**src/rtl/serial_compare_accum.sv**
```systemverilog
// Word-level magnitude compare built from a stream of per-bit comparator results, MSB first.
// The first decisive bit fixes the word result. Non-one-hot bit codes raise a sticky err flag.
module serial_compare_accum #(
    parameter int WIDTH = 8
) (
    input  logic clk,
    input  logic rst,
    input  logic start,
    input  logic bit_valid,
    input  logic greater,
    input  logic lesser,
    input  logic equal,
    output logic busy,
    output logic done,
    output logic a_gt,
    output logic a_lt,
    output logic a_eq,
    output logic err
);
    localparam int CW = $clog2(WIDTH + 1);
    localparam logic [CW-1:0] LAST = CW'(WIDTH - 1);

    typedef enum logic [1:0] {IDLE, RUN, DONE} state_t;

    state_t        state_q;
    logic [CW-1:0] cnt_q;
    logic          dec_q, gt_q, lt_q;
    logic          busy_q, done_q, a_gt_q, a_lt_q, a_eq_q, err_q;

    logic onehot, decisive, dec_d, gt_d, lt_d;

    // An illegal code never decides the word, even if greater or lesser is set in it.
    always_comb begin
        onehot   = $onehot({greater, lesser, equal});
        decisive = onehot & ~equal & ~dec_q;
        dec_d    = dec_q | decisive;
        gt_d     = decisive ? greater : gt_q;
        lt_d     = decisive ? lesser  : lt_q;
    end

    always_ff @(posedge clk or posedge rst) begin
        if (rst) begin
            state_q <= IDLE;
            cnt_q   <= '0;
            dec_q   <= 1'b0;
            gt_q    <= 1'b0;
            lt_q    <= 1'b0;
            busy_q  <= 1'b0;
            done_q  <= 1'b0;
            a_gt_q  <= 1'b0;
            a_lt_q  <= 1'b0;
            a_eq_q  <= 1'b0;
            err_q   <= 1'b0;
        end else begin
            case (state_q)
                IDLE: begin
                    if (start) begin
                        state_q <= RUN;
                        cnt_q   <= '0;
                        dec_q   <= 1'b0;
                        gt_q    <= 1'b0;
                        lt_q    <= 1'b0;
                        busy_q  <= 1'b1;
                        a_gt_q  <= 1'b0;
                        a_lt_q  <= 1'b0;
                        a_eq_q  <= 1'b0;
                        err_q   <= 1'b0;
                    end
                end
                RUN: begin
                    if (start) begin
                        cnt_q  <= '0;
                        dec_q  <= 1'b0;
                        gt_q   <= 1'b0;
                        lt_q   <= 1'b0;
                        err_q  <= 1'b0;
                    end else if (bit_valid) begin
                        cnt_q <= cnt_q + CW'(1);
                        dec_q <= dec_d;
                        gt_q  <= gt_d;
                        lt_q  <= lt_d;
                        if (!onehot)
                            err_q <= 1'b1;
                        if (cnt_q == LAST) begin
                            state_q <= DONE;
                            busy_q  <= 1'b0;
                            done_q  <= 1'b1;
                            a_gt_q  <= gt_d;
                            a_lt_q  <= lt_d;
                            a_eq_q  <= ~gt_d & ~lt_d;
                        end
                    end
                end
                DONE: begin
                    done_q <= 1'b0;
                    if (start) begin
                        state_q <= RUN;
                        cnt_q   <= '0;
                        dec_q   <= 1'b0;
                        gt_q    <= 1'b0;
                        lt_q    <= 1'b0;
                        busy_q  <= 1'b1;
                        a_gt_q  <= 1'b0;
                        a_lt_q  <= 1'b0;
                        a_eq_q  <= 1'b0;
                        err_q   <= 1'b0;
                    end else begin
                        state_q <= IDLE;
                    end
                end
                default: state_q <= IDLE;
            endcase
        end
    end

    assign busy = busy_q;
    assign done = done_q;
    assign a_gt = a_gt_q;
    assign a_lt = a_lt_q;
    assign a_eq = a_eq_q;
    assign err  = err_q;
endmodule

```
**config.mk**
```make
export PLATFORM = sky130hd
export DESIGN_NAME = serial_compare_accum
export DESIGN_NICKNAME = d
export VERILOG_FILES = /design/src/rtl/serial_compare_accum.sv
export SDC_FILE = /design/constraint.sdc
export NUM_CORES = 1
export LEC_CHECK = 0
export CORE_UTILIZATION = 45
export CTS_CLUSTER_SIZE = 24
export DETAILED_ROUTE_END_ITERATION = 16
export PLACE_DENSITY = 0.69
export SLEW_MARGIN = 20
export SYNTH_ARGS = -nofsm -noshare
export SYNTH_HDL_FRONTEND = slang
export SYNTH_SLANG_ARGS = --single-unit
export TNS_END_PERCENT = 1
```
**constraint.sdc**
```tcl
create_clock -name clk -period 2.2 [get_ports clk]
set_input_delay 0.22 -clock clk [delete_from_list [all_inputs] [get_ports clk]]
set_output_delay 0.22 -clock clk [all_outputs]
set_load 0.01 [all_outputs]
```
Word level (Yosys, flattened, before mapping)
Index checks and enable logic that the tools add are counted.
{"block": "totals", "latch_bits": 0, "reg_bits": 15, "elab_cells": 89, "ram_bits": 0, "memories": 0, "rom_bits": 0, "output_inout_bits": 6}
{"block": "op_classes", "div_mod_pow": 0, "n_lt_le_gt_ge": 0, "muxes": 47, "add_sub_neg": 3, "n_eq_ne": 11, "bitwise": 8, "n_mul": 0, "reduce_logical": 9, "shift": 0}
{"op": "$mux W1", "n": 29}
{"op": "$pmux W1 S2", "n": 9}
{"op": "$mux W4", "n": 3}
{"op": "$reduce_and A4 Y1", "n": 3}
{"op": "$mux W2", "n": 4}
{"op": "$ne A2 B2 Y1 const B", "n": 4}
{"op": "$pmux W4 S2", "n": 1}
{"op": "$ne A3 B3 Y1 const B", "n": 2}
{"op": "$pmux W2 S3", "n": 1}
{"op": "$reduce_and A5 Y1", "n": 1}
{"op": "$add A4 B1 Y4 const B", "n": 1}
{"op": "$eq A2 B1 Y1 const B", "n": 2}
{"op": "$eq A4 B3 Y1 const B", "n": 1}
{"op": "$not A1 Y1", "n": 4}
{"op": "$reduce_bool A2 Y1", "n": 2}
{"op": "$and A1 B1 Y1", "n": 3}
{"op": "$reduce_and A3 Y1", "n": 1}
{"op": "$add A1 B1 Y2", "n": 1}
{"op": "$add A2 B1 Y2", "n": 1}
{"op": "$eq A2 B2 Y1 const B", "n": 1}
{"op": "$logic_not A2 Y1", "n": 1}
{"op": "$ne A2 B1 Y1 const B", "n": 1}
{"op": "$reduce_or A2 Y1", "n": 1}
{"op": "$or A1 B1 Y1", "n": 1}

Depth between registers and ports, before layout
Gate-level depths: netlist of the first run.
{"block": "depth", "word_depth": 12, "ltp_mapped": 5, "depth_no_buf": 5}

Worst setup path before layout of the first run
OpenSTA, ideal clock, no wires.
{"block": "synth_path", "path_type": "input port to flip-flop", "startpoint": "input greater", "endpoint": "register gt_q", "slack_ps": 581, "required_time_ps": 2079, "arrival_ps": 1498, "setup_ps": 121, "path_stages": 5, "cell_sequence": "inv_1 > fa_1 > nor4b_4 > o311ai_1 > a22o_1"}
{"block": "synth_between", "elab_chain_cells": 8}
{"element": "start: declaration", "line": "10", "text": "input logic greater,"}
{"element": "$add A2 B1 Y2 (implied by the code)", "line": "34", "text": "onehot = $onehot({greater, lesser, equal});"}
{"element": "$eq A2 B1 Y1", "line": "34"}
{"element": "$and A1 B1 Y1 (2 in series)", "line": "35", "text": "decisive = onehot & ~equal & ~dec_q;"}
{"element": "$mux W1 *", "line": "37", "text": "gt_d = decisive ? greater : gt_q;"}
{"element": "$mux W1 *", "line": "77", "text": "end else if (bit_valid) begin"}
{"element": "$mux W1 *", "line": "71", "text": "if (start) begin"}
{"element": "$pmux W1 S2 *", "line": "55", "text": "case (state_q)"}
{"element": "end signal: assignment", "line": "80", "text": "gt_q <= gt_d;"}
{"element": "end: declaration", "line": "27", "text": "logic dec_q, gt_q, lt_q;"}
Mark *: on every way between the ends. The rest lies on a longest branch, timed or not. The select of a mux whose other input is x is not followed.
A chain may end at the register's enable or synchronous reset.

Worst setup path after layout of the first run
{"block": "layout_path", "startpoint": "input greater", "endpoint": "register lt_q"}
{"block": "layout_between", "elab_chain_cells": 8}
{"element": "$add A2 B1 Y2 (implied by the code)", "line": "34"}
{"element": "$eq A2 B1 Y1", "line": "34"}
{"element": "$and A1 B1 Y1 (2 in series)", "line": "35"}
{"element": "$mux W1", "line": "38", "text": "lt_d = decisive ? lesser : lt_q;"}
{"element": "$mux W1", "line": "77"}
{"element": "$mux W1", "line": "71"}
{"element": "$pmux W1 S2", "line": "55"}
{"element": "end signal: assignment", "line": "81", "text": "lt_q <= lt_d;"}
{"element": "end: declaration", "line": "27"}
No other way between the ends. The select of a mux whose other input is x is not followed.

==> flow_summary.json, run 1 <==
{
  "synth-xor-area-share": 0,
  "cts_buffer_depth": 2,
  "met2_usage": 0.2647,
  "synth_ff_type": "dfrtp_1",
  "htreeDepth": 1,
  "cpPeakStageDelay_ps": 540,
  "period_minus_slack_ps": 1942,
  "start_util": 0.4797,
  "ys_warn_count": 0,
  "synth-seq-cells": 15,
  "dp_hpwl_mm": 1.106,
  "placed_cells": 112,
  "grt-ovfl-total": 0,
  "synth_mux_area_frac": 0.07251,
  "root_buffer": "clkbuf_4",
  "routed_via_density": 5.155,
  "hold_class": "in2async",
  "postCtsHoldBufs": 0,
  "yosysSeqAreaShare": 0.4532,
  "required_ps": 2370,
  "final_nets": 101,
  "criticalPathCategory": "in2reg",
  "cts_resized": 0,
  "cp.arrival_ps": 2110,
  "finalCritPeriodShare": 0.8825,
  "synth_top_area_cell": "dfrtp_1",
  "antenna_found_initial": 0,
  "finalSetupViolCount": 0,
  "path_max_fanout": 5,
  "path_cells": "clkdlybuf4s50_1 > inv_1 > fa_1 > nor4b_4 > o311ai_1 > a22o_1",
  "gp_congestion": 0.7659,
  "grt-busiest-layer": "met1",
  "row_count": 15,
  "clock_sinks": 15,
  "wirelength_mm": 1.572,
  "area_delta_synth_final_pct": 22.21,
  "synth_cell_types": 32,
  "remaining_drc_errors": 0,
  "drv_slew": 0,
  "met1_usage": 0.2809,
  "drive_gt1_frac": 0.1319,
  "drv_cap": 0,
  "drtIter0Drc": 9,
  "synthArstFlopShare": 1.000,
  "die_h_um": 44.90,
  "synth_compound_area_frac": 0.1737,
  "synth_area_leaders": "dfrtp_1 (45%), mux2i_1 (7.3%), inv_1 (3.2%), a22o_1 (3.2%), nand2b_1 (3.0%)",
  "grt_pass1_vias": 568,
  "io_buffer_count": 12,
  "cts-buffers-inserted": 3,
  "synth_fp_nets": 83,
  "endpoint_kind": "register",
  "yosys.area_share.simple": 0.2024,
  "synth_top_family_by_area": "simple AND/OR/NAND/NOR gates",
  "syn_area_um2": 828.3,
  "antenna_left": 0,
  "coreArea_um2": 1727,
  "grt_setup_unrepaired": "no",
  "dr.pass1.iters": 4,
  "die_x_um": 44.90,
  "power.density_nw_per_um2": 603.9,
  "clock_latency_ps": 270,
  "grt_pass1_wl_mm": 2.649,
  "synthesis.instances": 74,
  "synth_top_area_share": 0.4532,
  "cts.clk_slew.worst_paths_ps": 90,
  "grt_max_degree": 16,
  "stdcell_count": 116,
  "diodes": 0,
  "slowest_stage": "fa_1",
  "max_freq_mhz": 515.0,
  "hold_viol": 0,
  "slew-limit-headroom": 0.5997,
  "tritoncts": "yes",
  "vias": 598,
  "startpoint_type": "input port",
  "wl_per_cell_um": 13.55,
  "ios": 13,
  "grt_use_met3": 0.04800,
  "synthAdderAreaFrac": 0.03927,
  "status": "complete, no violations",
  "fin_skew_ps": 2.058,
  "p_leak_nw": 0.5072,
  "ir_drop_mv": 0.3594,
  "path_buf_inv": 2,
  "crit_family": "buffers and inverters",
  "avgSynthCellArea_um2": 11.19,
  "synth_edf_count": 0,
  "grt_usage": 0.1893,
  "die_area_um2": 2016,
  "final.setup.tns_ps": 0,
  "tightest_slew_ps": 599.8,
  "postCtsSetupBuffers": 0
}
-- state kept, by name, indices dropped and copies added, names as in the netlist --
signal	flops
done	1
err	1
state_q	2
busy	1
dec_q	1
cnt_q	4
a_gt	1
gt_q	1
lt_q	1
a_lt	1
a_eq	1
-- stage by stage --
step             util  cell area, µm²  total power, mW  hold slack (ps)  worst slack [ps]
6_report       0.5862            1012           0.6113            302.2             258.4
5_1_grt        0.5862            1012           0.6493            365.2             120.5
4_1_cts        0.5862            1012           0.6156            317.4             234.1
3_5_place_dp   0.5710           985.9           0.4599            492.4            -57.78
3_3_place_gp   0.5710           985.9           0.4570            475.9            -1.430
2_1_floorplan       -           828.3           0.4100            121.5             580.8
-- worst reg2reg max path, cell delays in order (launching register included) --
cell,delay [ps]
dfrtp_1,470
and4bb_4,390
nand4b_4,140
inv_4,100
mux2i_1,200
-- cells in the final DEF, fill, tap and decap left out, drive strengths merged, types with 2 or more instances in the layout --
master / netlist / final
nand3: 2 / 2
a22o: 3 / 3
nor2: 3 / 3
nand4b: 2 / 2
o2bb2ai: 2 / 2
clkbuf: 0 / 4
inv: 8 / 8
mux2i: 6 / 6
a21oi: 3 / 3
clkdlybuf4s50: 0 / 12
o31a: 2 / 2
nand2: 6 / 6
buf: 2 / 3
nand2b: 4 / 4
dfrtp: 15 / 15
-- logic make-up after synthesis --
group / after synthesis
buf+inv: 10
compound gates: 18
mux: 6
simple gates: 23
flops: 15
fa+ha+maj: 2
-- layer usage --
layer	part of all wire	wire length, µm
met1	0.52	814
met2	0.42	665
met3	0.044	69
met4	0.014	22
met5	0	0
-- cell type report --
class / instances / area, µm²
fill: 169 / 714.4
clock buffer: 4 / 26.28
tap: 25 / 31.28
inverter: 8 / 32.53
sequential: 15 / 375.4
timing repair buffer: 15 / 142.6
multi-input combinational: 49 / 404.1
-- cell usage after synthesis, types with 2 or more instances --
master and number:
a21oi_1 3, a22o_1 3, dfrtp_1 15, inv_1 7, mux2i_1 6, nand2_1 6
nand2b_1 4, nand3_1 2, nor2_1 3, o2bb2ai_1 2, o31a_1 2
-- path summary, 6_finish.rpt --
kind / startpoint / to / cells after the start / slack (ps)
worst min register to register: a_eq / a_eq / 1 / 510
min in group clk: a_eq / a_eq / 1 / 510
worst max register to register: state_q[1] / a_lt / 4 / 830
max in group asynchronous: rst / cnt_q[2] / 2 / 1510
worst max-delay path: greater / lt_q / 6 / 260
worst min-delay path: rst / a_gt / 2 / 300
-- power by group --
part           internal (mW)  switching (mW)
combinational         0.0704          0.0582
sequential             0.302          0.0259
clock                 0.0702          0.0843
Power figures use the tool's default switching activity.
==> inputs of run 2 (changes only) <==
--- a/config.mk
+++ b/config.mk
@@ -5,10 +5,11 @@
 export SDC_FILE = /design/constraint.sdc
 export NUM_CORES = 1
 export LEC_CHECK = 0
-export CORE_UTILIZATION = 45
+export CORE_UTILIZATION = 55
+export CTS_BUF_LIST = sky130_fd_sc_hd__clkbuf_4 sky130_fd_sc_hd__clkbuf_8 sky130_fd_sc_hd__clkbuf_16
 export CTS_CLUSTER_SIZE = 24
 export DETAILED_ROUTE_END_ITERATION = 16
-export PLACE_DENSITY = 0.69
+export PLACE_DENSITY = 0.81
 export SLEW_MARGIN = 20
 export SYNTH_ARGS = -nofsm -noshare
 export SYNTH_HDL_FRONTEND = slang
==> run 2 against run 1 <==
Compared with the run above: count of clock-buffer cells in the layout shrank 1; critical path depth is the same; largest cell class unchanged; via count grew 4.5%; setup slack lost 38 ps; maximum frequency shrank 1.9%; die area shrank 17%; worst hold slack lost 17 ps.
==> flow_summary.json, run 2 (same netlist as run 1, synthesis figures left out) <==
{
  "status": "complete, no violations",
  "gp_congestion": 0.7282,
  "antenna_left": 0,
  "die_x_um": 40.81,
  "antenna_found_initial": 0,
  "power.density_nw_per_um2": 620.4,
  "criticalPathCategory": "in2reg",
  "drive_gt1_frac": 0.1429,
  "wirelength_mm": 1.757,
  "tightest_slew_ps": 567.7,
  "max_freq_mhz": 505.1,
  "hold_viol": 0,
  "diodes": 0,
  "placed_cells": 102,
  "io_buffer_count": 12,
  "drv_cap": 0,
  "finalCritPeriodShare": 0.8999,
  "r2r_slack_ps": 800,
  "reg_top3": "cnt_q: 4 flops, state_q: 2 flops",
  "grt_pass1_vias": 572,
  "final_nets": 101,
  "root_buffer": "clkbuf_4",
  "cts_buffer_depth": 2,
  "row_count": 13,
  "die_h_um": 40.81,
  "tritoncts": "yes",
  "grt_max_degree": 16,
  "drv_slew": 0,
  "ir_drop_mv": 0.4621,
  "top_register": "cnt_q",
  "grt_pass1_wl_mm": 2.622,
  "vias": 625,
  "most-common-layout-cells": "dfrtp_1 (15), clkdlybuf4s50_1 (12), inv_1 (7), nand2_1 (6), mux2i_1 (6)",
  "area_delta_synth_final_pct": 20.85,
  "largest_reg_flops": 4,
  "r2r-end": "a_lt",
  "start_util": 0.6135,
  "grt_setup_unrepaired": "no",
  "stdcell_count": 106,
  "reg2reg_depth": 4,
  "path_max_fanout": 5,
  "period_minus_slack_ps": 1980,
  "ios": 13,
  "startpoint_type": "input port",
  "clock_sinks": 15,
  "clock_latency_ps": 280,
  "cts.clk_slew.worst_paths_ps": 90,
  "drtIter0Drc": 12,
  "final.setup.tns_ps": 0,
  "cp.arrival_ps": 2160,
  "required_ps": 2380,
  "finalSetupViolCount": 0,
  "dr.pass1.iters": 6,
  "remaining_drc_errors": 0,
  "dp_hpwl_mm": 1.350,
  "p_leak_nw": 0.5100,
  "hold_class": "in2async",
  "wl_per_cell_um": 16.58,
  "cts_resized": 0,
  "r2r_start": "state_q[1]",
  "cts-buffers-inserted": 3,
  "layout_commonest_cell": "dfrtp_1",
  "coreArea_um2": 1350,
  "postCtsHoldBufs": 0,
  "htreeDepth": 1,
  "fin_skew_ps": 0.3548,
  "slew-limit-headroom": 0.6211,
  "grt_usage": 0.2500,
  "postCtsSetupBuffers": 0,
  "die_area_um2": 1665,
  "grt-ovfl-total": 0,
  "routed_via_density": 5.896,
  "endpoint_kind": "register"
}
-- run 2: cell types whose count changed in the layout (fill, tap and decap cells not counted) --
cell and change:
clkinv_2 +1, clkbuf_1 -1
-- run 2: worst max-delay path: stages --
cell and delay (ps):
clkdlybuf4s50_1 490, inv_1 70, fa_1 540, nor4b_4 460
o311ai_1 170, a22o_1 210
-- run 2: worst max path at each step --
stage	slack (ps)	end	depth (start not counted)	start
finish	220	lt_q	6	greater
global route	140	a_gt	6	greater
CTS	240	a_gt	6	greater
detailed placement	-70	a_gt	6	greater
global placement	30	lt_q	6	greater
floorplan	580	gt_q	5	greater
-- run 2: layout make-up --
class	count	area, µm²
inverters	8	32.53
multi-input cells	49	404.1
well taps	15	18.77
clock buffers	3	22.52
fillers	98	349.1
clock inverters	1	5.005
repair buffers	15	142.6
flip-flops and latches	15	375.4
-- run 2: layer usage --
layer	wire, µm	global-route usage	vias up
li1	-	-	301
met1	824	0.3219	304
met2	851	0.4063	16
met3	70	0.04891	4
met4	11	0.1000	0
met5	0	0	-
-- run 2: power breakdown --
group,total (mW),internal [mW],switching (mW)
Combinational,0.133,0.0718,0.0610
Clock,0.158,0.0675,0.0903
Sequential,0.330,0.302,0.0280
-- run 2: stage by stage --
step | power (mW) | setup slack, ps | hold WS (ps) | instance area, µm² | utilization
6_report | 0.6210 | 220.2 | 285.1 | 1001 | 0.7414
5_1_grt | 0.6446 | 140.5 | 364.5 | 1001 | 0.7414
4_1_cts | 0.6228 | 235.2 | 297.8 | 1001 | 0.7414
3_5_place_dp | 0.4670 | -69.65 | 488.1 | 973.4 | 0.7210
3_3_place_gp | 0.4565 | 28.73 | 475.7 | 973.4 | 0.7210
2_1_floorplan | 0.4100 | 580.8 | 121.5 | 828.3 | -
